**config.mk**
```make
export PLATFORM = sky130hd
export DESIGN_NAME = spike_event_encoder
export DESIGN_NICKNAME = d
export VERILOG_FILES = /design/src/rtl/lif_evt_pkg.sv /design/src/rtl/evt_fifo.sv /design/src/rtl/spike_event_encoder.sv
export SDC_FILE = /design/constraint.sdc
export NUM_CORES = 1
export LEC_CHECK = 0
export CORE_MARGIN = 4
export CORE_UTILIZATION = 40
export CTS_CLUSTER_DIAMETER = 30
export DETAILED_ROUTE_END_ITERATION = 10
export GPL_ROUTABILITY_DRIVEN = 0
export PLACE_DENSITY = 0.72
export SETUP_SLACK_MARGIN = 0.05
export SKIP_LAST_GASP = 1
export SLEW_MARGIN = 0
export SYNTH_ARGS = -nofsm -noshare
export SYNTH_HDL_FRONTEND = slang
export SYNTH_SLANG_ARGS = --single-unit
```
**constraint.sdc**
```tcl
create_clock -name clk -period 3.1 [get_ports clk]
set_clock_uncertainty 0.2 [all_clocks]
set_input_delay 0.31 -clock clk [delete_from_list [all_inputs] [get_ports clk]]
set_output_delay 0.31 -clock clk [all_outputs]
set_load 0.01 [all_outputs]
```
**src/rtl/lif_evt_pkg.sv**
```systemverilog
// Shared sizing and event-word layout for the LIF spike event encoder.
// The event word carries the neuron id in its MSB and the capture timestamp below it.
package lif_evt_pkg;
    localparam int N_NEURONS  = 2;
    localparam int TS_WIDTH   = 7;
    localparam int FIFO_DEPTH = 4;
    localparam int EVT_WIDTH  = 1 + TS_WIDTH;
    localparam int EVT_ID_BIT = TS_WIDTH;
    localparam int EVT_TS_MSB = TS_WIDTH - 1;
    localparam int EVT_TS_LSB = 0;

    typedef struct packed {
        logic                id;
        logic [TS_WIDTH-1:0] ts;
    } evt_word_t;

    function automatic evt_word_t make_evt(input logic id, input logic [TS_WIDTH-1:0] ts);
        evt_word_t w;
        w.id = id;
        w.ts = ts;
        return w;
    endfunction
endpackage

```
**src/rtl/evt_fifo.sv**
```systemverilog
// Event buffer: power-of-two circular FIFO whose occupancy count separates full from empty.
// No bypass: a pop on an empty buffer is ignored, and the head reads as zero while empty.
module evt_fifo
    import lif_evt_pkg::*;
#(
    parameter int DEPTH = FIFO_DEPTH
) (
    input  logic                   clk,
    input  logic                   rst_n,
    input  logic                   push_i,
    input  logic                   pop_i,
    input  evt_word_t              wdata_i,
    output evt_word_t              rdata_o,
    output logic [$clog2(DEPTH):0] level_o,
    output logic                   full_o,
    output logic                   empty_o
);
    localparam int AW = $clog2(DEPTH);

    evt_word_t     mem_q [DEPTH];
    logic [AW-1:0] wr_ptr_q, wr_ptr_d;
    logic [AW-1:0] rd_ptr_q, rd_ptr_d;
    logic [AW:0]   level_q, level_d;
    logic          do_push, do_pop;

    // A push into a full buffer is allowed only when the head leaves on the same edge.
    always_comb begin
        empty_o  = (level_q == '0);
        full_o   = (level_q == (AW+1)'(DEPTH));
        do_pop   = pop_i && !empty_o;
        do_push  = push_i && (!full_o || do_pop);
        wr_ptr_d = do_push ? wr_ptr_q + AW'(1) : wr_ptr_q;
        rd_ptr_d = do_pop  ? rd_ptr_q + AW'(1) : rd_ptr_q;
        level_d  = level_q;
        case ({do_push, do_pop})
            2'b10:   level_d = level_q + (AW+1)'(1);
            2'b01:   level_d = level_q - (AW+1)'(1);
            default: level_d = level_q;
        endcase
        rdata_o  = empty_o ? '0 : mem_q[rd_ptr_q];
        level_o  = level_q;
    end

    always_ff @(posedge clk) begin
        if (!rst_n) begin
            wr_ptr_q <= '0;
            rd_ptr_q <= '0;
            level_q  <= '0;
        end else begin
            wr_ptr_q <= wr_ptr_d;
            rd_ptr_q <= rd_ptr_d;
            level_q  <= level_d;
        end
    end

    always_ff @(posedge clk) begin
        if (do_push) begin
            mem_q[wr_ptr_q] <= wdata_i;
        end
    end
endmodule

```
**src/rtl/spike_event_encoder.sv**
```systemverilog
// Turns one-cycle neuron spike pulses into timestamped event words queued for a consumer.
// Each neuron holds one pending event; a spike arriving while it is still pending is counted as a drop.
module spike_event_encoder #(
    parameter int N_NEURONS  = lif_evt_pkg::N_NEURONS,
    parameter int TS_WIDTH   = lif_evt_pkg::TS_WIDTH,
    parameter int FIFO_DEPTH = lif_evt_pkg::FIFO_DEPTH
) (
    input  logic                               clk,
    input  logic                               rst_n,
    input  logic                               ena,
    input  logic [N_NEURONS-1:0]               spike_in,
    output logic [lif_evt_pkg::EVT_WIDTH-1:0]  evt_data,
    output logic                               evt_valid,
    input  logic                               evt_ready,
    output logic [$clog2(FIFO_DEPTH):0]        fifo_level,
    output logic [7:0]                         drop_count,
    input  logic                               clr_drop
);
    import lif_evt_pkg::*;

    localparam int ID_W  = (N_NEURONS > 1) ? $clog2(N_NEURONS) : 1;
    localparam int CNT_W = $clog2(N_NEURONS + 1);

    logic [TS_WIDTH-1:0]  ts_q, ts_d;
    logic [N_NEURONS-1:0] pending_q, pending_d;
    logic [TS_WIDTH-1:0]  pend_ts_q [N_NEURONS];
    logic [TS_WIDTH-1:0]  pend_ts_d [N_NEURONS];
    logic [7:0]           drop_q, drop_d;
    logic [N_NEURONS-1:0] cleared;
    logic [CNT_W-1:0]     n_drop;
    logic [8:0]           drop_sum;
    logic                 sel_valid;
    logic [ID_W-1:0]      sel_idx;
    logic                 push, pop, fifo_full, fifo_empty;
    evt_word_t            push_word, head_word;

    // Lowest-index pending neuron wins the single push slot of each edge.
    always_comb begin
        sel_valid = 1'b0;
        sel_idx   = '0;
        for (int i = N_NEURONS - 1; i >= 0; i--) begin
            if (pending_q[i]) begin
                sel_valid = 1'b1;
                sel_idx   = ID_W'(i);
            end
        end
        pop       = !fifo_empty && evt_ready;
        push      = sel_valid && (!fifo_full || pop);
        push_word = make_evt(sel_idx[0], pend_ts_q[sel_idx]);
    end

    // A spike on a neuron whose pending slot is freed this same edge re-arms it instead of dropping.
    always_comb begin
        pending_d = pending_q;
        pend_ts_d = pend_ts_q;
        cleared   = '0;
        n_drop    = '0;
        for (int i = 0; i < N_NEURONS; i++) begin
            cleared[i] = push && (sel_idx == ID_W'(i));
            if (cleared[i]) begin
                pending_d[i] = 1'b0;
            end
            if (ena && spike_in[i]) begin
                if (pending_q[i] && !cleared[i]) begin
                    n_drop = n_drop + CNT_W'(1);
                end else begin
                    pending_d[i] = 1'b1;
                    pend_ts_d[i] = ts_q;
                end
            end
        end
        ts_d     = ena ? ts_q + TS_WIDTH'(1) : ts_q;
        drop_sum = {1'b0, drop_q} + 9'(n_drop);
        if (clr_drop) begin
            drop_d = '0;
        end else if (drop_sum[8]) begin
            drop_d = 8'hFF;
        end else begin
            drop_d = drop_sum[7:0];
        end
    end

    always_ff @(posedge clk) begin
        if (!rst_n) begin
            ts_q      <= '0;
            pending_q <= '0;
            drop_q    <= '0;
            for (int i = 0; i < N_NEURONS; i++) begin
                pend_ts_q[i] <= '0;
            end
        end else begin
            ts_q      <= ts_d;
            pending_q <= pending_d;
            drop_q    <= drop_d;
            pend_ts_q <= pend_ts_d;
        end
    end

    evt_fifo #(
        .DEPTH (FIFO_DEPTH)
    ) u_fifo (
        .clk     (clk),
        .rst_n   (rst_n),
        .push_i  (push),
        .pop_i   (pop),
        .wdata_i (push_word),
        .rdata_o (head_word),
        .level_o (fifo_level),
        .full_o  (fifo_full),
        .empty_o (fifo_empty)
    );

    always_comb begin
        evt_data                        = '0;
        evt_data[EVT_ID_BIT]            = head_word.id;
        evt_data[EVT_TS_MSB:EVT_TS_LSB] = head_word.ts;
        evt_valid                       = !fifo_empty;
        drop_count                      = drop_q;
    end
endmodule

```
==> flow_summary.yaml, run 1 <==
job:
  max_cap_viol_count: 0
yosys:
  syn_avg_cell_area_sq_um: 11.4
  syn_inst: 274
  count_of_flip_flops_with_a_built_in_enable_after_synthesis: 32
  synth.distinct_cells: 45
  async_set_or_reset_register_ratio_after_synthesis: 0
  syn_warnings: 0
  synthesis.nets: 292
  mappedNetlistArea_sq_um: 3140
  seq_area_frac_synth: 0.562
  synth_top_flop_cell: "dfxtp_1"
  synth.ff_latch_count: 72
sta:
  rsz_0062_raised_after_global_routing: "false"
  period_share: 0.899
  fmax_ghz: 0.359
  worst_slew_margin_rel: 0.631
  postLayoutSetupSlackWorst_ns: 0.314
  worst-slew-pin-transition_ns: 0.554
  slew_viol_final: 0
  fin_crit_ns: 2.79
  final-setup-viol-count: 0
  finalHoldViolations: 0
global_routing:
  grt.total_usage: 0.136
  number_of_antenna_violations_at_the_first_check_in_global_routing: 0
  grt_pass1_vias: 2040
  grt_pass1_wl_um: 9580
  overflow: 0
  grt_start_max_net_pins: 23
finish:
  insertedDiodeCount: 0
  fill_cells: 704
  sequential_cell_area_sq_um: 1760
  layout_area_growth_over_synthesis_pct: 21.1
  multi_input_gate_area_in_the_final_layout_sq_um: 1280
  layout.nets: 329
  drive_gt1_frac: 0.130
die:
  placementRows: 32
  initial_utilization: 0.408
  top_level_ports: 27
  die_width_um: 96.6
  dieHeight_um: 96.6
  floorplan.core_area_sq_um: 7690
  die-area_sq_um: 9320
placement:
  hpwlAfterDp_um: 3910
  number_of_buffers_added_on_ports: 26
  place_worst_setup_slack_ns: -0.354
power:
  total_switching_power_w: 0.000635
  pwr-share-comb: 0.222
  p_leak_nw: 1.37
  overall_power_consumption_w: 0.00252
  pwr_density_cell_nw_per_um2: 665
  cell_internal_pwr_w: 0.00189
  netSwitchingFraction: 0.252
  share_of_total_power_in_the_clock_network: 0.344
  p_seq_frac: 0.435
  irDropWorstVdd_mv: 0.239
clock_tree:
  cts-root-to-sink-buffers: 2
  cts_max_level: 3
  clock_insertion_delay_worst_skew_ns: 0.34
  sink_count_of_the_clock_tree: 72
  tritoncts.num_buffers: 9
  clock_tree.root_cell: "clkbuf_8"
  cts_tree: "built"
  number_of_hold_repair_buffers_added_at_the_cts_stage: 0
  clock_pin_slew_reported_for_the_worst_setup_and_hold_paths_after_clock_tree_synthesis_ns: 0.07
status:
  outcome: "complete, no violations"
setup_path:
  worstRegToRegCells: 12
  nature_of_the_critical_path_startpoint: "register"
  end_kind: "register"
  cp_max_fo: 4
  timing.rr.end: "drop_count[0]"
  timing.critical_path.from: "u_fifo.level_o[0]"
  worst-setup-path-type: "reg -> reg"
  worstReg2RegStart: "u_fifo.level_o[0]"
  setup.reg_to_reg.worst_slack_ns: 0.31
  setup.worst_path.end: "drop_count[0]"
  arrival_ns: 2.86
  critPathRequiredTime_ns: 3.17
routing:
  post_drt_via_cell_ratio: 4.98
  routed_wire_length_per_instance_um: 13.3
  iteration_count_of_the_initial_detailed_routing_pass: 4
  vias: 2081
  remaining_number_of_nets_flagged_by_the_antenna_check_after_routing: 0
  post_detailed_routing_wire_length_um: 5550
  detailedRoute.firstIterationViolations: 79
  route.detailed.drc: 0
hold_path:
  hp-class: "in -> reg"
-- sequential cells by signal, summed over array words and instances (netlist names), named ones only --
register         count
drop_count           8
pend_ts_q           14
pending_q            2
ts_q                 7
u_fifo.level_o       3
u_fifo.mem_q        32
u_fifo.rd_ptr_q      2
u_fifo.wr_ptr_q      2
-- cell families after synthesis --
kind of cell / Yosys count / synth area share
AND/OR/NAND/NOR: 103 / 0.162
flip-flops: 72 / 0.562
AO/OA/AOI/OAI: 31 / 0.0662
buffers and inverters: 25 / 0.0311
multiplexers: 23 / 0.105
adder cells (fa/ha/maj): 11 / 0.0487
XOR/XNOR: 9 / 0.0251
-- final cells by class --
class	count	share of cell area
repair buffers	35	0.0870
clock inverters	6	0.0283
flip-flops and latches	72	0.464
well taps	102	0.0336
inverters	16	0.0158
clock buffers	10	0.0336
multi-input cells	177	0.338
-- placed cells by master, fill, tap and decap left out, types with 4 or more instances in the layout --
cell type         n
clkbuf_8          9
xor2_1            8
a21oi_1          12
buf_4             9
nand2_1          50
nor3_1            4
edfxtp_1         32
clkdlybuf4s50_1  25
mux2i_1          15
nor2_1           15
o21ai_0           5
and2_1            4
ha_1              8
mux4_2            8
inv_1            14
dfxtp_1          40
nor2b_1           8
-- power groups by stage --
stage | combinational (W) | sequential, W | clock [W]
4_1_cts | 0.000570 | 0.00110 | 0.000888
3_5_place_dp | 0.000566 | 0.00112 | 0
5_1_grt | 0.000618 | 0.00111 | 0.000930
6_report | 0.000560 | 0.00110 | 0.000867
3_3_place_gp | 0.000560 | 0.00112 | 0
2_1_floorplan | 0.000342 | 0.00109 | 0
-- routing by layer --
metal  routed length [um]  GRT usage
met5                    0          0
met4                   85     0.0596
met1                 2600      0.175
met3                  230     0.0457
met2                 2640      0.208
-- timing repair --
item,in CTS,in global routing
endpoints found under the setup margin,4,7
pin swaps,1,1
resized for setup,1,4
setup buffers,0,0
hold endpoints to repair,0,0
-- cell usage after synthesis, types with 2 or more instances --
master,number,area share
a21boi_0,2,0.0048
a21oi_1,12,0.019
a31oi_1,2,0.0040
and2_1,4,0.0080
and3_1,2,0.0040
buf_2,2,0.0032
clkbuf_1,6,0.0072
clkinv_1,2,0.0024
dfxtp_1,40,0.26
edfxtp_1,32,0.31
fa_1,2,0.013
ha_1,9,0.036
inv_1,14,0.017
mux2i_1,15,0.048
mux4_2,8,0.057
nand2_1,50,0.060
nand2b_1,2,0.0040
nand3b_1,3,0.0072
nand4_1,3,0.0060
nor2_1,15,0.018
nor2b_1,8,0.016
nor3_1,4,0.0064
o21ai_0,6,0.0096
or3_1,3,0.0060
xor2_1,8,0.022
-- critical path, cell delays in order (launching register included) --
cell      delay [ns]
dfxtp_1         0.33
nor4b_4         0.32
nand2_1         0.11
nor2_1          0.12
ha_1            0.14
nand2_1         0.05
a21boi_1        0.15
ha_2            0.21
inv_1           0.06
fa_2            0.36
nand3b_1        0.18
or2_2           0.34
a21oi_1         0.15
-- worst min path at each step --
stage | startpoint | slack (ns) | end | depth (start not counted)
3_5_place_dp | pend_ts_q[9] | 0.25 | pend_ts_q[9] | 2
4_1_cts | pend_ts_q[13] | 0.26 | pend_ts_q[13] | 2
3_3_place_gp | pend_ts_q[9] | 0.24 | pend_ts_q[9] | 2
2_1_floorplan | pend_ts_q[0] | 0.23 | pend_ts_q[0] | 2
5_1_grt | evt_ready | 0.24 | pending_q[0] | 4
6_report | evt_ready | 0.24 | pending_q[0] | 4
-- per-stage QoR --
stage / hold WS (ns) / setup TNS (ns) / util / cells / instance area [sq um]
6_report: 0.239 / 0 / 0.494 / 418 / 3800
5_1_grt: 0.239 / 0 / 0.494 / 418 / 3800
4_1_cts: 0.262 / 0 / 0.493 / 418 / 3790
3_5_place_dp: 0.248 / -2.09 / 0.462 / 402 / 3550
3_3_place_gp: 0.244 / -1.32 / 0.462 / 402 / 3550
2_1_floorplan: 0.235 / 0 / - / 274 / 3140
No activity file was read; power rests on OpenSTA's default activity.
==> inputs of run 2 (changes only) <==
--- a/config.mk
+++ b/config.mk
@@ -6,14 +6,15 @@
 export NUM_CORES = 1
 export LEC_CHECK = 0
 export CORE_MARGIN = 4
-export CORE_UTILIZATION = 40
+export CORE_UTILIZATION = 45
 export CTS_CLUSTER_DIAMETER = 30
 export DETAILED_ROUTE_END_ITERATION = 10
 export GPL_ROUTABILITY_DRIVEN = 0
-export PLACE_DENSITY = 0.72
+export PLACE_DENSITY = 0.78
 export SETUP_SLACK_MARGIN = 0.05
 export SKIP_LAST_GASP = 1
 export SLEW_MARGIN = 0
 export SYNTH_ARGS = -nofsm -noshare
 export SYNTH_HDL_FRONTEND = slang
+export SYNTH_HIERARCHICAL = 1
 export SYNTH_SLANG_ARGS = --single-unit
==> flow_summary.yaml, run 2 <==
status:
  outcome: "complete, no violations"
sta:
  final-setup-viol-count: 0
  hold_ws_ns: 0.258
  slew_viol_final: 0
  fin_crit_ns: 2.97
  worst-slew-pin-transition_ns: 0.537
  worst_slew_margin_rel: 0.641
  finalHoldViolations: 0
  rsz_0062_raised_after_global_routing: "true"
  fmax_ghz: 0.336
  totalNegativeSetupSlack_ns: 0
  period_share: 0.959
finish:
  drive_gt1_frac: 0.215
  most_common_cell_after_layout_fill_and_taps_aside: "dfxtp_1"
  finish.cell_count_without_fillers: 413
  layout_area_growth_over_synthesis_pct: 19.1
  largest_register_ffs: 32
  postLayoutCellArea_sq_um: 3920
  layout.nets: 329
  insertedDiodeCount: 0
  final_cell_mix: "dfxtp_1 (37), edfxtp_1 (32), clkdlybuf4s50_1 (26)"
  registers.top_by_ff_count: "u_fifo/mem_q"
  fill_cells: 576
routing:
  remaining_number_of_nets_flagged_by_the_antenna_check_after_routing: 0
  vias: 2091
  post_drt_via_cell_ratio: 5.06
  routed_wire_length_per_instance_um: 13.7
  route.detailed.drc: 0
  detailedRoute.firstIterationViolations: 68
  post_detailed_routing_wire_length_um: 5680
  iteration_count_of_the_initial_detailed_routing_pass: 4
die:
  placementRows: 30
  die-area_sq_um: 8740
  dieHeight_um: 93.5
  initial_utilization: 0.474
  floorplan.core_area_sq_um: 6940
  top_level_ports: 27
  die_width_um: 93.5
global_routing:
  overflow: 0
  grt_start_max_net_pins: 31
  grt_pass1_vias: 2090
  grt.total_usage: 0.142
  grt_pass1_wl_um: 9690
  number_of_antenna_violations_at_the_first_check_in_global_routing: 0
clock_tree:
  cts-root-to-sink-buffers: 2
  number_of_hold_repair_buffers_added_at_the_cts_stage: 0
  tritoncts.num_buffers: 9
  clock_tree.root_cell: "clkbuf_8"
  cts_max_level: 3
  clock_pin_slew_reported_for_the_worst_setup_and_hold_paths_after_clock_tree_synthesis_ns: 0.09
  sink_count_of_the_clock_tree: 72
  cts_tree: "built"
  clock_insertion_delay_worst_skew_ns: 0.34
setup_path:
  nature_of_the_critical_path_startpoint: "register"
  cp_max_fo: 5
  worst-setup-path-type: "reg -> reg"
  arrival_ns: 3.04
  end_kind: "register"
  critPathRequiredTime_ns: 3.17
placement:
  placed_area_sq_um: 3690
  numPlacedInstances: 396
  number_of_buffers_added_on_ports: 26
  hpwlAfterDp_um: 3990
yosys:
  yosysMostFrequentCell: "dfxtp_1"
  synth.distinct_cells: 56
  mappedNetlistArea_sq_um: 3290
  synth.ff_latch_count: 72
  count_of_flip_flops_with_a_built_in_enable_after_synthesis: 32
  synth_xor_area_frac: 0.0293
  synth_commonest_cells: "dfxtp_1 (40), edfxtp_1 (32), nand2_1 (22), nor2b_1 (16), inv_1 (14)"
  mux_share_of_post_synthesis_cell_area: 0.109
  synthDominantAreaCellType: "edfxtp_1"
  area_share_of_the_largest_cell_type_after_synthesis: 0.292
  synthesis.nets: 293
  synth-adder-area-share: 0.0426
  synth.top_cells.by_area: "edfxtp_1 (29%), dfxtp_1 (24%), mux4_2 (5.5%), ha_1 (3.0%), mux2i_1 (3.0%)"
  synth_top_flop_cell: "dfxtp_1"
  syn_inst: 276
  async_set_or_reset_register_ratio_after_synthesis: 0
  syn_warnings: 6
  seq_area_frac_synth: 0.536
  synth_compound_area_frac: 0.0830
  synthSimpleGateAreaFrac: 0.157
  syn_avg_cell_area_sq_um: 11.9
  dominant_combinational_cell_family_by_area_after_synthesis: "simple AND/OR/NAND/NOR gates"
hold_path:
  hp-class: "reg -> reg"
power:
  overall_power_consumption_w: 0.00183
  irDropWorstVdd_mv: 0.242
  p_leak_nw: 1.44
  pwr_density_cell_nw_per_um2: 466
job:
  max_cap_viol_count: 0
## run 2: cell count changes after synthesis, moves of 4 or more
cell,previous run,this run
o21ai_1,0,7
nor2_1,15,9
and2_1,4,10
a21oi_1,12,8
nand3_1,1,11
nand2_1,50,22
nor2b_1,8,16
mux2i_1,15,10
xnor2_1,1,5
mux2_2,0,7
## run 2: critical path: stages (launching register included)
cell      delay, ns
dfxtp_4        0.39
nor2_4         0.05
and2_4         0.16
and2_4         0.15
o21a_1         0.18
ha_1           0.27
nand2_1        0.04
a21boi_1       0.14
ha_2           0.20
inv_2          0.04
fa_2           0.32
and3b_1        0.23
and2_4         0.17
nand4_4        0.14
a21oi_2        0.21
## run 2: layout make-up
cell class	count	area, sq um	share of cell area
Timing Repair Buffer	39	358	0.0913
Sequential cell	72	1770	0.453
Inverter	15	58.8	0.0150
Clock inverter	7	61.3	0.0156
Multi-Input combinational cell	175	1420	0.363
Tap cell	96	120	0.0307
Clock buffer	9	124	0.0316
## run 2: cells by family after synthesis
family,after synthesis
simple gates,90
flops,72
compound gates,39
buf+inv,29
mux,25
xor+xnor,11
fa+ha+maj,10
## run 2: what timing repair did
action / CTS / global route
setup endpoints to repair: 5 / 6
pin swaps: 0 / 5
resized for setup: 3 / 7
buffers inserted: 0 / 1
## run 2: metal layers
layer  share of wire  vias to the layer above  track usage
met2            0.48                       29        0.234
met5               0                        -            0
li1                -                     1050            -
met4           0.020                        0       0.0696
met3           0.031                       10       0.0314
met1            0.46                     1002        0.174
## run 2: final timing paths
path                                   startpoint             to  slack [ns]  cells after the start
worst max-delay path            u_fifo/level_o[0]  drop_count[1]        0.13                     14
worst max register to register  u_fifo/level_o[0]  drop_count[1]        0.13                     14
worst min register to register       pend_ts_q[8]   pend_ts_q[8]        0.26                      2
worst min-delay path                 pend_ts_q[8]   pend_ts_q[8]        0.26                      2
## run 2: report_power, final
group	internal, W	switching (W)
Sequential	0.00100	0.0000128
Clock	0.000307	0.000386
Combinational	0.0000572	0.0000601
## run 2: metrics by stage
stage,setup slack [ns],util
2_1_floorplan,0.0405,-
3_3_place_gp,-0.106,0.532
3_5_place_dp,-0.205,0.532
4_1_cts,0.0624,0.559
5_1_grt,0.00188,0.564
6_report,0.126,0.564
==> inputs of run 3 (changes only) <==
--- a/config.mk
+++ b/config.mk
@@ -5,6 +5,7 @@
 export SDC_FILE = /design/constraint.sdc
 export NUM_CORES = 1
 export LEC_CHECK = 0
+export ABC_AREA = 0
 export CORE_MARGIN = 4
 export CORE_UTILIZATION = 45
 export CTS_CLUSTER_DIAMETER = 30
==> constraint.sdc (replaced) <==
create_clock -name clk -period 3.1 [get_ports clk]
set_clock_uncertainty 0.2 [all_clocks]
set_input_delay 0.31 -clock clk [delete_from_list [all_inputs] [get_ports clk]]
set_output_delay 0.31 -clock clk [all_outputs]
set_load 0.1 [all_outputs]
==> flow_summary.yaml, run 3 (synthesis gave the netlist of run 2 again) <==
routing:
  vias: 2125
  route.detailed.drc: 0
  post_drt_via_cell_ratio: 5.05
  detailedRoute.firstIterationViolations: 99
  post_detailed_routing_wire_length_um: 5700
  remaining_number_of_nets_flagged_by_the_antenna_check_after_routing: 0
  iteration_count_of_the_initial_detailed_routing_pass: 4
  routed_wire_length_per_instance_um: 13.5
sta:
  worst-slew-pin-transition_ns: 0.534
  worst_slew_margin_rel: 0.644
  slew_viol_final: 0
  rsz_0062_raised_after_global_routing: "true"
  fin_crit_ns: 3.03
  period_share: 0.978
  final-setup-viol-count: 0
  postLayoutSetupSlackWorst_ns: 0.0693
  fmax_ghz: 0.330
  finalHoldViolations: 0
finish:
  registers.top_by_ff_count: "u_fifo/mem_q"
  sequential_cell_area_sq_um: 1770
  insertedDiodeCount: 0
  fill_cells: 561
  most_common_cell_after_layout_fill_and_taps_aside: "buf_4"
  layout.nets: 337
  drive_gt1_frac: 0.308
  largest_register_ffs: 32
  layout_area_growth_over_synthesis_pct: 20.5
  final_cell_mix: "buf_4 (41), dfxtp_1 (37), edfxtp_1 (32)"
  finish.cell_count_without_fillers: 421
  multi_input_gate_area_in_the_final_layout_sq_um: 1440
setup_path:
  cp_cell_sequence: "nor3_4 -> nand2b_4 -> and2_4 -> o21a_1 -> ha_1 -> nand2_1 -> a21boi_1 -> ha_2 -> inv_2 -> fa_2 -> and3b_1 -> and2_4 -> nand4_4 -> a21oi_2"
  worst_path_dominant_cell_family: "simple AND/OR/NAND/NOR gates"
  critical_path.max_stage_delay_ns: 0.40
  nature_of_the_critical_path_startpoint: "register"
  critPathRequiredTime_ns: 3.16
  worst-setup-path-type: "reg -> reg"
  arrival_ns: 3.09
  cp_max_fo: 5
  end_kind: "register"
  critPathSlowestCell: "dfxtp_4"
  critical_path.most_common_cell: "and2_4"
  setup.reg_to_reg.worst_slack_ns: 0.07
  crit_buf_inv: 1
clock_tree:
  clock_pin_slew_reported_for_the_worst_setup_and_hold_paths_after_clock_tree_synthesis_ns: 0.08
  number_of_hold_repair_buffers_added_at_the_cts_stage: 0
  sink_count_of_the_clock_tree: 72
  clock_tree.root_cell: "clkbuf_8"
  cts_tree: "built"
  tritoncts.num_buffers: 9
  cts_max_level: 3
  cts-root-to-sink-buffers: 2
  clock_insertion_delay_worst_skew_ns: 0.34
global_routing:
  grt_start_max_net_pins: 37
  grt.total_usage: 0.137
  globalRouteMet3Util: 0.0346
  globalRouteMet2Util: 0.208
  gr-max-usage-layer: "met2"
  overflow: 0
  number_of_antenna_violations_at_the_first_check_in_global_routing: 0
  grt_pass1_wl_um: 9500
  groute.layer.met1.usage: 0.188
  grt_pass1_vias: 1959
die:
  die-area_sq_um: 8740
  placementRows: 30
  floorplan.core_area_sq_um: 6940
  initial_utilization: 0.474
  top_level_ports: 27
  die_width_um: 93.5
  dieHeight_um: 93.5
status:
  outcome: "complete, no violations"
placement:
  hpwlAfterDp_um: 3750
  numPlacedInstances: 391
  number_of_buffers_added_on_ports: 26
  place_worst_setup_slack_ns: -0.180
hold_path:
  hp-class: "reg -> reg"
power:
  p_leak_nw: 1.54
  irDropWorstVdd_mv: 0.211
  pwr_density_cell_nw_per_um2: 481
  overall_power_consumption_w: 0.00190
job:
  max_cap_viol_count: 0
[run 3: path summary, 6_finish.rpt]
path | depth (start not counted) | endpoint | start
worst max register to register | 14 | drop_count[0] | u_fifo/level_o[0]
worst min-delay path | 2 | pend_ts_q[13] | pend_ts_q[13]
worst max-delay path | 14 | drop_count[0] | u_fifo/level_o[0]
worst min register to register | 2 | pend_ts_q[13] | pend_ts_q[13]
[run 3: layout make-up]
type                    instances  area share
clock buffers                   9      0.0313
clock inverters                 7      0.0199
inverters                      15      0.0148
multi-input cells             175       0.363
flip-flops and latches         72       0.448
well taps                      96      0.0303
repair buffers                 47      0.0929
[run 3: repair_timing]
item                       4_1_cts  5_1_grt
pin swaps                        0        8
gates resized for setup          0        8
setup buffers                    4       10
setup endpoints to repair        2        7
[run 3: metrics by stage]
step,instance area [sq um],util,TNS [ns],hold slack [ns]
6_report,3960,0.570,0,0.258
5_1_grt,3960,0.570,-0.372,0.282
4_1_cts,3860,0.555,0,0.259
3_3_place_gp,3620,0.522,-0.637,0.241
2_1_floorplan,3340,-,-0.949,0.233
3_5_place_dp,3620,0.522,-1.12,0.247
[run 3: metal layers]
metal  share of wire  vias up
li1                -     1059
met1            0.48     1029
met2            0.48       30
met3           0.030        7
met4           0.013        0
met5               0        -
[run 3: where the power goes]
part / total, W / internal, W / switching [W]
registers: 0.00102 / 0.00100 / 0.0000128
clock network: 0.000740 / 0.000380 / 0.000360
logic: 0.000148 / 0.0000567 / 0.0000918
[run 3: tightest hold or removal path: stages, from the launching register on]
cell and delay, ns:
dfxtp_1 0.31, nand3_1 0.06, o21ai_1 0.05
